`config.mk`:
```
export PLATFORM = sky130hd
export DESIGN_NAME = layer2_argmax
export DESIGN_NICKNAME = d
export VERILOG_FILES = /design/src/rtl/nn_pkg.sv /design/src/rtl/ternary_mac_acc.sv /design/src/rtl/layer2_argmax.sv
export SDC_FILE = /design/constraint.sdc
export NUM_CORES = 1
export LEC_CHECK = 0
export CAP_MARGIN = 20
export CORE_UTILIZATION = 53
export CTS_CLUSTER_DIAMETER = 50
export CTS_CLUSTER_SIZE = 25
export DETAILED_ROUTE_END_ITERATION = 10
export DONT_BUFFER_PORTS = 1
export PLACE_DENSITY_LB_ADDON = 0.1
export SLEW_MARGIN = 25
export SYNTH_ARGS = -nofsm -noshare
export SYNTH_HDL_FRONTEND = slang
export SYNTH_SLANG_ARGS = --single-unit
```
`constraint.sdc`:
```
create_clock -name clk -period 6.9 [get_ports clk]
set_clock_uncertainty 0.2 [all_clocks]
set_input_delay 1.38 -clock clk [delete_from_list [all_inputs] [get_ports clk]]
set_output_delay 1.38 -clock clk [all_outputs]
set_load 0.02 [all_outputs]
```
`src/rtl/nn_pkg.sv`:
```
// Shared types and helpers for the ternary network layers.
// Ternary codes, the ternary product, the bias sign-extend and the layer sizes.
package nn_pkg;

  localparam int N_L1_OUT = 48;
  localparam int N_L2_OUT = 10;

  localparam logic [1:0] TERN_POS  = 2'b01;
  localparam logic [1:0] TERN_NEG  = 2'b11;
  localparam logic [1:0] TERN_ZERO = 2'b00;

  typedef enum logic [2:0] {
    L2_IDLE,
    L2_WAIT_SRC,
    L2_BIAS,
    L2_ACCUM,
    L2_CMP,
    L2_DONE_ST
  } l2_state_e;

  // Only 01 and 11 carry a value, so bit 0 flags non-zero and
  // bit 1 is the sign; 10 decodes as zero.
  function automatic logic signed [1:0] tern_mul(
    input logic [1:0] w,
    input logic [1:0] a
  );
    if (!(w[0] & a[0])) return 2'sb00;
    return (w[1] ^ a[1]) ? 2'sb11 : 2'sb01;
  endfunction

  // Wide enough for any accumulator width; callers truncate.
  function automatic logic signed [15:0] sext_bias(
    input logic [3:0] b
  );
    return {{12{b[3]}}, b};
  endfunction

endpackage

```
`src/rtl/ternary_mac_acc.sv`:
```
// Signed accumulator for one ternary neuron: load bias, then add w*a per cycle.
// Ports: clk, rst_n, clr, ld/ld_val, en, w, a -> acc.
module ternary_mac_acc
  import nn_pkg::*;
#(
  parameter int ACC_W = 8
) (
  input  logic                    clk,
  input  logic                    rst_n,
  input  logic                    clr,
  input  logic                    ld,
  input  logic signed [ACC_W-1:0] ld_val,
  input  logic                    en,
  input  logic [1:0]              w,
  input  logic [1:0]              a,
  output logic signed [ACC_W-1:0] acc
);

  logic signed [1:0]       prod;
  logic signed [ACC_W-1:0] prod_ext;

  assign prod     = tern_mul(w, a);
  assign prod_ext = {{(ACC_W-2){prod[1]}}, prod};

  always_ff @(posedge clk or negedge rst_n) begin
    if (!rst_n) begin
      acc <= '0;
    end else if (clr) begin
      acc <= '0;
    end else if (ld) begin
      acc <= ld_val;
    end else if (en) begin
      acc <= acc + prod_ext;
    end
  end

endmodule

```
`src/rtl/layer2_argmax.sv`:
```
// Layer 2: reads 48 layer-1 activations per neuron, runs 10 ternary neurons, keeps argmax.
// Ports: clk, rst_n, start, src_done, src_read_addr/src_read_data, busy, done, class_out, score_out.
module layer2_argmax
  import nn_pkg::*;
#(
  parameter int N_IN  = N_L1_OUT,
  parameter int N_OUT = N_L2_OUT,
  parameter int ACC_W = 8,
  // ROM images: weight k at bits [2k+1:2k], bias n at [4n+3:4n].
  parameter logic [N_OUT*N_IN*2-1:0] W_INIT = '0,
  parameter logic [N_OUT*4-1:0]      B_INIT = '0
) (
  input  logic                    clk,
  input  logic                    rst_n,
  input  logic                    start,
  input  logic                    src_done,
  output logic [5:0]              src_read_addr,
  input  logic [1:0]              src_read_data,
  output logic                    busy,
  output logic                    done,
  output logic [3:0]              class_out,
  output logic signed [ACC_W-1:0] score_out
);

  localparam int W_AW = $clog2(N_OUT*N_IN);

  l2_state_e               state;
  logic [5:0]              in_idx;
  logic [3:0]              out_idx;
  logic [3:0]              best_idx;
  logic signed [ACC_W-1:0] best;
  logic signed [ACC_W-1:0] acc;

  logic [W_AW-1:0]         w_addr;
  logic [1:0]              w_cur;
  logic [3:0]              b_cur;
  logic signed [15:0]      b_ext;
  logic signed [ACC_W-1:0] b_load;
  logic                    accept;
  logic                    take;
  logic                    last_in;
  logic                    last_out;

  // in_idx is only non-zero in ACCUM, so it doubles as the address.
  assign src_read_addr = in_idx;

  assign w_addr = W_AW'(out_idx) * W_AW'(N_IN) + W_AW'(in_idx);
  assign w_cur  = W_INIT[{w_addr, 1'b0} +: 2];
  assign b_cur  = B_INIT[{out_idx, 2'b00} +: 4];
  assign b_ext  = sext_bias(b_cur);
  assign b_load = b_ext[ACC_W-1:0];

  assign accept   = (state == L2_IDLE) && start;
  assign last_in  = (in_idx == 6'(N_IN-1));
  assign last_out = (out_idx == 4'(N_OUT-1));
  // Strict compare: ties keep the earlier (lower) index.
  assign take     = (out_idx == '0) || (acc > best);

  ternary_mac_acc #(
    .ACC_W (ACC_W)
  ) u_mac (
    .clk    (clk),
    .rst_n  (rst_n),
    .clr    (accept),
    .ld     (state == L2_BIAS),
    .ld_val (b_load),
    .en     (state == L2_ACCUM),
    .w      (w_cur),
    .a      (src_read_data),
    .acc    (acc)
  );

  always_ff @(posedge clk or negedge rst_n) begin
    if (!rst_n) begin
      state     <= L2_IDLE;
      in_idx    <= '0;
      out_idx   <= '0;
      best      <= '0;
      best_idx  <= '0;
      busy      <= 1'b0;
      done      <= 1'b0;
      class_out <= '0;
      score_out <= '0;
    end else begin
      unique case (state)
        L2_IDLE: begin
          if (start) begin
            busy    <= 1'b1;
            done    <= 1'b0;
            out_idx <= '0;
            state   <= src_done ? L2_BIAS : L2_WAIT_SRC;
          end
        end
        L2_WAIT_SRC: begin
          if (src_done) state <= L2_BIAS;
        end
        L2_BIAS: begin
          in_idx <= '0;
          state  <= L2_ACCUM;
        end
        L2_ACCUM: begin
          if (last_in) begin
            in_idx <= '0;
            state  <= L2_CMP;
          end else begin
            in_idx <= in_idx + 6'd1;
          end
        end
        L2_CMP: begin
          if (take) begin
            best     <= acc;
            best_idx <= out_idx;
          end
          if (!last_out) begin
            out_idx <= out_idx + 4'd1;
            state   <= L2_BIAS;
          end else begin
            class_out <= take ? out_idx : best_idx;
            score_out <= take ? acc : best;
            done      <= 1'b1;
            busy      <= 1'b0;
            state     <= L2_DONE_ST;
          end
        end
        L2_DONE_ST: begin
          if (!start) begin
            done  <= 1'b0;
            state <= L2_IDLE;
          end
        end
        default: state <= L2_IDLE;
      endcase
    end
  end

endmodule
```
# Word level (Yosys, flattened, before mapping)
# Index checks and enable logic that the tools add are counted.
[totals]
ff_bits = 47
latch_bits = 0
ram_bits = 0
rom_bits = 0
input_bits = 6
out_inout_bits = 20
elab_cells = 72
memories = 0
[classes]
addsub = 4
n_mul = 1
div_mod_pow = 0
order_cmp = 1
n_eq_ne = 13
shift = 2
mux = 26
n_bitwise = 2
reduce_logical = 13
[ops]
columns = ["operator", "n"]
rows = [
  ["variable part select 960 x 11 -> 2 bit, first input constant", 1],
  ["variable part select 40 x 7 -> 4 bit, first input constant", 1],
  ["two-way mux 8 bit", 4],
  ["case mux 3 bit (6 select lines)", 1],
  ["two-way mux 3 bit", 5],
  ["two-way mux 4 bit", 3],
  ["!= test 2 bit, second input constant", 6],
  ["case mux 6 bit (2 select lines)", 1],
  ["adder 9 x 6 -> 9 bit", 1],
  ["adder 8 x 2 -> 8 bit", 1],
  ["> comparator 8 bit", 1],
  ["case mux 4 bit (2 select lines)", 1],
  ["AND reduction 4 bit", 2],
  ["adder 6 x 1 -> 6 bit, second input constant", 1],
  ["equality test 3 x 2 -> 1 bit, second input constant", 2],
  ["equality test 3 bit, second input constant", 2],
  ["equality test 6 bit, second input constant", 1],
  ["two-way mux 2 bit", 3],
  ["two-way mux 6 bit", 1],
  ["AND reduction 3 bit", 2],
  ["nonzero test 3 bit", 2],
  ["multiplier 4 x 2 -> 5 bit, second input constant", 1],
  ["two-way mux 1 bit", 5],
  ["adder 4 x 1 -> 4 bit, second input constant", 1],
  ["12 further kinds", 13],
]

# Longest topological paths before layout
# Gate-level depths: netlist of the first run.
[depth]
ltp_word = 10
mapped_depth = 8
ltp_nobuf = 7

# Cells and area by module
# From an unflattened synthesis of the first run, not the netlist that was laid out.
[hier_totals]
hier_cells = 322
area_unflattened_um2 = 2982.9
[by_module_without_submodules]
columns = ["module", "n_inst", "cells_per_inst", "area_per_inst_um2"]
rows = [
  ["layer2_argmax", 1, 233, 2225.9],
  ["ternary_mac_acc", 1, 89, 757.0],
]

# Worst setup path before layout of the first run
# OpenSTA, ideal clock, no wires.
[synth_timing]
path_kind = "reg2reg"
from = "register best[5]"
to = "register best[1]"
setup_ps = 125
t_arrival_ps = 2020
t_required_ps = 6575
setup_slack_ps = 4555
path_stages_with_launch = 9
n_path_buf = 1
period_less_slack_ps = 2345
cell_sequence = "dfrtp_1 > inv_1 > ha_1 > a21o_1 > a2111oi_2 > or3_4 > a31o_4 > buf_6 > mux2_4"
[synth_between]
elab_chain_cells = 3
[synth_lines]
columns = ["element", "line_no", "rtl"]
rows = [
  ["start, declared", "layer2_argmax.sv:31", "logic signed [ACC_W-1:0] best;"],
  ["start signal, assigned", "layer2_argmax.sv:78", "best <= '0;"],
  ["start signal, assigned", "layer2_argmax.sv:111", "best <= acc;"],
  ["> comparator 8 bit", "layer2_argmax.sv:57", "assign take = (out_idx == '0) || (acc > best);"],
  ["logical OR 1 bit", "layer2_argmax.sv:57", ""],
  ["two-way mux 8 bit", "-", ""],
]
# Every way passes these cells.
# A chain may end at the register's enable or synchronous reset.

# Worst setup path in the final report of the first run
[layout_timing]
from = "register best[5]"
to = "register best[7]"
# The elaborated chain is that of the path after synthesis.

==> impl_summary.txt, run 1 <==
----------------------------------------------------
[Finish]
  Final Net Count ... 258
  Antenna fix cells ... 0
  Commonest cells after routing, fill and taps aside ... sky130_fd_sc_hd__dfrtp_1, sky130_fd_sc_hd__nand2_1, sky130_fd_sc_hd__nand3_1
  Synthesis-to-layout area growth ... 4.876%
  Most common library cell in the layout ignoring fill and taps ... sky130_fd_sc_hd__dfrtp_1
  Util after Layout ... 58.53%
  Fraction of final layout cells sized beyond drive strength 1 ... 11.25%

[Setup path]
  CP Launch Type ... flip-flop
  Reg-to-Reg End ... best[7]
  Reg-to-reg startpoint ... best[5]
  Worst setup path start ... best[5]
  Crit path max fanout ... 12
  Worst Setup End Kind ... flip-flop
  Slack of the worst reg-to-reg path ... 4.24 ns
  Depth of the worst register-to-register path ... 7
  Crit path required time ... 6.88 ns
  Data arrival time of the worst path ... 2.65 ns
  Critical Setup Path Class ... flip-flop to flip-flop

[CTS]
  CTS tree ... built
  Worst-skew pair later-pin latency ... 0.30 ns
  Clk slew on worst S/H paths ... 0.08 ns
  Buffer count from post-CTS setup fixing ... 0
  CTS Root Cell ... sky130_fd_sc_hd__clkbuf_8
  Total number of clock tree sinks ... 47
  Number of H-tree branching levels ... 2
  Number of buffers created by CTS ... 5
  Hold-fix buffers, CTS ... 0
  Gates resized, CTS repair ... 0
  Maximum number of buffers from clock root to sink ... 2

[Floorplanning]
  Boundary pin count ... 26
  Area of the die ... 4925 um2
  Die H ... 70.18 um
  Core Box Area ... 4414 um2
  Die W ... 70.18 um
  Initial Utilization ... 55.81%
  Total number of placement rows ... 24

[Power]
  Proportion of power drawn by combinational gates ... 0.1%
  Internal power consumption ... 354.3 uW
  Power density cells ... 171.6 nW/um2
  Maximum ir drop on the vdd rail ... 0.00008054 V
  Fraction of power consumed by the clock network ... 37.8%
  Total leakage power ... 1.239 nW
  Relative contribution of sequential cells to total power ... 62.1%
  Switch Pwr ... 89.11 uW
  Fraction of power spent switching nets ... 20.10%

[Synthesis]
  Register area share after synthesis ... 47.74%
  Post-Synthesis Mean Instance Area ... 10.18 um2
  Number of instances in the synthesized netlist ... 242
  Number of unique standard cell types used by synthesis ... 39
  Top cell type by total area after synthesis ... sky130_fd_sc_hd__dfrtp_1
  Count of flip-flops with a built-in enable after synthesis ... 0
  Top flip-flop cell by instance count after synthesis ... sky130_fd_sc_hd__dfrtp_1
  Area share of the largest cell type after synthesis ... 47.74%
  Post-synth net total ... 260
  Count of state elements after synthesis ... 47
  Post-synthesis instance area ... 2464 um2
  Largest cells by area after synthesis ... sky130_fd_sc_hd__dfrtp_1, sky130_fd_sc_hd__ha_1, sky130_fd_sc_hd__mux2_4
  Total number of yosys warnings ... 0
  Share of async-settable or async-resettable flops after synthesis ... 100.0%

[Hold path]
  Worst hold path class ... flip-flop to flip-flop
  Start point of the worst hold path ... best_idx[3]
  End of the worst hold path ... best_idx[3]
  Cell count of the worst hold path ... 1

[Global routing]
  GRT Overall Usage ... 22.26%
  Number of antenna violations at the first check in global routing ... 0
  Global route overflow ... 0
  Pin count of the biggest net entering global routing ... 48
  Vias in the first global route ... 1880
  Global-route wire length before repair ... 8.687 mm

[STA]
  Setup TNS ... 0 ns
  Time the worst path needs with I/O delays and setup ... 2.663 ns
  RSZ-0062 raised after global routing ... false
  Final Slew Violations ... 0
  Share of the clock period used by the worst path after layout ... 38.59%
  Slew at the pin closest to its max-slew limit ... 0.8570 ns
  Headroom to the max-slew limit ... 42.27%
  Max Fclk ... 0.3755 GHz
  Final count of hold timing violations ... 0
  Setup violations, final ... 0

[Detailed routing]
  Number of violations reported at the end of detailed-routing iteration 0 ... 101
  Drt pass-1 iters ... 4
  Antenna viol nets, final ... 0
  Number of vias in the routed layout ... 1810
  Number of remaining DRC errors ... 0
  Vias/cell ... 6.199
  Total wire length ... 4.901 mm
  Detailed-route wire length per cell ... 16.78 um

[Placement]
  Post-DP HPWL ... 3.323 mm
  Count of input and output buffers ... 0
  Gpl congestion ... 0.8733

[Job]
  Max Cap Viol ... 0

[Outcome]
  Status ... finished clean

----------------------------------------------------
[metrics by stage]
stage	total power, mW	cell area [um2]	worst slack, ns	std cells	hold slack, ns
final	0.4434	2584	4.237	292	0.3091
after global routing	0.4575	2584	4.107	292	0.3377
after CTS	0.4470	2584	4.231	292	0.3069
after detailed placement	0.2813	2496	4.240	285	0.2885
after global placement	0.2812	2491	4.294	285	0.2739
after floorplan	0.2812	2464	4.555	242	0.2654
[routing by layer]
layer / share of wire [%] / global-route usage, % / up-vias
li1: - / - / 875
met1: 44 / 26.58 / 890
met2: 50 / 37.71 / 36
met3: 4.5 / 5.772 / 9
met4: 1.9 / 9.778 / 0
met5: 0 / 0 / -
[cells by family after synthesis]
logic type / count (synthesis) / synth area share, %
AO/OA/AOI/OAI: 51 / 15.39
AND/OR/NAND/NOR: 94 / 19.45
buffers and inverters: 25 / 4.266
flip-flops: 47 / 47.74
adder cells (fa/ha/maj): 12 / 6.094
multiplexers: 13 / 7.060
[cell type report]
class / count / area, um2
Clock buffer: 6 / 82.58
Clock inverter: 1 / 5.005
Fill cell: 397 / 1831
Inverter: 14 / 52.55
Multi-Input combinational cell: 170 / 1187
Sequential cell: 47 / 1176
Tap cell: 52 / 65.06
Timing Repair Buffer: 2 / 15.01
[critical path: stages (launching register included)]
cell                        delay [ns]
sky130_fd_sc_hd__dfrtp_1          0.38
sky130_fd_sc_hd__inv_1            0.05
sky130_fd_sc_hd__ha_1             0.30
sky130_fd_sc_hd__a21o_1           0.19
sky130_fd_sc_hd__a2111oi_2        0.43
sky130_fd_sc_hd__or3_4            0.30
sky130_fd_sc_hd__a31o_4           0.32
sky130_fd_sc_hd__mux2_2           0.37
[cells in the mapped netlist, types with 2 or more instances]
cell type	instances
sky130_fd_sc_hd__a21o_1	3
sky130_fd_sc_hd__a21oi_1	4
sky130_fd_sc_hd__a221oi_1	2
sky130_fd_sc_hd__a22o_1	6
sky130_fd_sc_hd__a32o_1	3
sky130_fd_sc_hd__and2_1	9
sky130_fd_sc_hd__and3_1	3
sky130_fd_sc_hd__buf_2	3
sky130_fd_sc_hd__clkbuf_1	7
sky130_fd_sc_hd__dfrtp_1	47
sky130_fd_sc_hd__ha_1	12
sky130_fd_sc_hd__inv_1	14
sky130_fd_sc_hd__mux2_2	3
sky130_fd_sc_hd__mux2_4	8
sky130_fd_sc_hd__mux2i_1	2
sky130_fd_sc_hd__nand2_1	28
sky130_fd_sc_hd__nand2b_1	2
sky130_fd_sc_hd__nand3_1	17
sky130_fd_sc_hd__nand4_1	14
sky130_fd_sc_hd__nor2_1	9
sky130_fd_sc_hd__nor2b_1	4
sky130_fd_sc_hd__nor3_1	2
sky130_fd_sc_hd__o211ai_1	10
sky130_fd_sc_hd__o21ai_0	15
[sequential cells by signal (all words and copies together), names as in the netlist, 3 cells and up]
signal         cells
best               8
state              3
best_idx           4
score_out          8
src_read_addr      6
u_mac.acc          8
class_out          4
out_idx            4
[power groups by stage]
stage          clock, mW  combinational, mW  sequential [mW]
2_1_floorplan          0           0.000492            0.281
5_1_grt            0.182           0.000593            0.275
3_5_place_dp           0           0.000535            0.281
4_1_cts            0.171           0.000554            0.275
3_3_place_gp           0           0.000518            0.281
6_report           0.168           0.000554            0.275
[how the worst max path moves through the flow]
stage               to  depth (start not counted)
5_1_grt        best[7]                          6
3_5_place_dp   best[7]                          7
2_1_floorplan  best[1]                          8
6_report       best[7]                          7
3_3_place_gp   best[7]                          7
4_1_cts        best[7]                          7
No activity file was read; power rests on OpenSTA's default activity.
==> run 2, diff against run 1 <==
==> constraint.sdc (replaced) <==
create_clock -name clk -period 2.7 [get_ports clk]
set_clock_uncertainty 0.2 [all_clocks]
set_input_delay 0.54 -clock clk [delete_from_list [all_inputs] [get_ports clk]]
set_output_delay 0.54 -clock clk [all_outputs]
set_load 0.02 [all_outputs]
==> run 2 against run 1 <==
Against the previous run: final area up 2.0%; register-to-register slack worse by 4.2 ns; fmax up 1.7%; critical path type unchanged; critical endpoint unchanged.
==> impl_summary.txt, run 2 (synthesized netlist as in run 1, its figures left out) <==
----------------------------------------------------
[Placement]
  Total cell area at the placement stage ... 2511 um2
  Post-DP HPWL ... 3.221 mm
  Count of input and output buffers ... 0
  Gpl congestion ... 0.8373

[CTS]
  Maximum number of buffers from clock root to sink ... 2
  Clk slew on worst S/H paths ... 0.08 ns
  Number of H-tree branching levels ... 2
  Number of buffers created by CTS ... 5
  Hold-fix buffers, CTS ... 2
  CTS tree ... built
  CTS Root Cell ... sky130_fd_sc_hd__clkbuf_8
  Total number of clock tree sinks ... 47
  Buffer count from post-CTS setup fixing ... 0
  Gates resized, CTS repair ... 0
  Worst-skew pair later-pin latency ... 0.29 ns

[Global routing]
  Pin count of the biggest net entering global routing ... 48
  Global-route wire length before repair ... 8.390 mm
  Met1 usage in global routing ... 28.26%
  Number of antenna violations at the first check in global routing ... 0
  Met3 global-route usage ... 4.040%
  GRT Overall Usage ... 21.74%
  Met2 routing resource usage after global routing ... 34.83%
  Global route overflow ... 0
  Busiest layer in global routing ... met2
  Vias in the first global route ... 1786

[Setup path]
  CP Launch Type ... flip-flop
  Reg-to-reg startpoint ... best[5]
  Critical path cell sequence ... inv_1, ha_1, a21o_1, a2111oi_2, or3_4, a31o_4, mux2_2
  Crit path max fanout ... 12
  Worst Setup End Kind ... flip-flop
  Data arrival time of the worst path ... 2.60 ns
  Crit path buffers/inverters ... 1
  Critical Setup Path Class ... flip-flop to flip-flop
  CP max stage delay ... 0.47 ns
  Reg-to-Reg End ... best[7]
  Largest delay contributor family on the critical path ... compound AO/OA/AOI/OAI gates
  Crit path required time ... 2.69 ns
  Depth of the worst register-to-register path ... 7
  Cell at the slowest stage of the critical path ... sky130_fd_sc_hd__a2111oi_2
  Slack of the worst reg-to-reg path ... 0.08 ns

[STA]
  Setup TNS ... 0 ns
  Slew at the pin closest to its max-slew limit ... 0.7271 ns
  Max Fclk ... 0.3820 GHz
  RSZ-0062 raised after global routing ... false
  Final hold slack ... 0.2530 ns
  Final Slew Violations ... 0
  Headroom to the max-slew limit ... 51.26%
  Time the worst path needs with I/O delays and setup ... 2.618 ns
  Share of the clock period used by the worst path after layout ... 96.96%
  Final count of hold timing violations ... 0
  Setup violations, final ... 0

[Floorplanning]
  Core Box Area ... 4414 um2
  Area of the die ... 4925 um2
  Die W ... 70.18 um
  Total number of placement rows ... 24
  Boundary pin count ... 26
  Die H ... 70.18 um
  Initial Utilization ... 55.81%

[Finish]
  Most common library cell in the layout ignoring fill and taps ... sky130_fd_sc_hd__dfrtp_1
  FF+latch area ... 1176 um2
  Fillers ... 404
  Fraction of final layout cells sized beyond drive strength 1 ... 12.30%
  Synthesis-to-layout area growth ... 7.009%
  Util after Layout ... 59.72%
  Antenna fix cells ... 0
  Final instance area ... 2636 um2
  Largest registers ... best (8), score_out (8), u_mac.acc (8)
  Final Net Count ... 262
  Commonest cells after routing, fill and taps aside ... sky130_fd_sc_hd__dfrtp_1, sky130_fd_sc_hd__nand2_1, sky130_fd_sc_hd__nand3_1
  Footprint of the multi-input gates ... 1187 um2

[Power]
  Total design power ... 1.143 mW
  Power density cells ... 433.5 nW/um2
  Maximum ir drop on the vdd rail ... 0.0001900 V
  Total leakage power ... 1.264 nW

[Hold path]
  Cell count of the worst hold path ... 2
  End of the worst hold path ... busy
  Start point of the worst hold path ... start
  Worst hold path class ... primary input to flip-flop

[Detailed routing]
  Antenna viol nets, final ... 0
  Number of violations reported at the end of detailed-routing iteration 0 ... 90
  Total wire length ... 4.870 mm
  Number of vias in the routed layout ... 1836
  Detailed-route wire length per cell ... 16.45 um
  Vias/cell ... 6.203
  Drt pass-1 iters ... 4
  Number of remaining DRC errors ... 0

[Job]
  Max Cap Viol ... 0

[Outcome]
  Status ... finished clean

----------------------------------------------------
[run 2: final cells by class]
cell class                 count  area share [%]
sequential                    47           44.61
multi-input combinational    170           45.04
timing repair buffer           6           2.563
clock inverter                 1          0.1898
inverter                      14           1.993
clock buffer                   6           3.132
tap                           52           2.468
[run 2: worst register-to-register path: cells and delay by family, from the launching register on]
kind,cells,cell delay (ns)
adder cells (fa/ha/maj),1,0.30
flip-flops,1,0.40
multiplexers,1,0.37
AND/OR/NAND/NOR,1,0.22
AO/OA/AOI/OAI,3,0.96
buffers and inverters,1,0.06
[run 2: power breakdown]
group	switching (mW)	total (mW)	internal, mW
registers	0	0.703	0.703
logic	0.0145	0.0204	0.00595
clock network	0.218	0.419	0.201
[run 2: through the flow]
stage,setup WS (ns),cells
6_report,0.08199,296
3_5_place_dp,0.1144,287
3_3_place_gp,0.1684,287
2_1_floorplan,0.3553,242
5_1_grt,0.008284,296
4_1_cts,0.09129,296
[run 2: worst max path at each step]
stage / startpoint / endpoint / cells past startpoint
CTS: best[5] / best[7] / 7
global route: best[5] / best[7] / 7
floorplan: best[5] / best[1] / 8
global placement: u_mac.acc[5] / score_out[6] / 6
finish: best[5] / best[7] / 7
detailed placement: best[5] / best[7] / 7
[run 2: per-layer routing]
layer | up-vias | share of wire (%)
li1 | 877 | -
met1 | 901 | 45
met2 | 47 | 48
met3 | 11 | 4.1
met4 | 0 | 2.4
met5 | - | 0
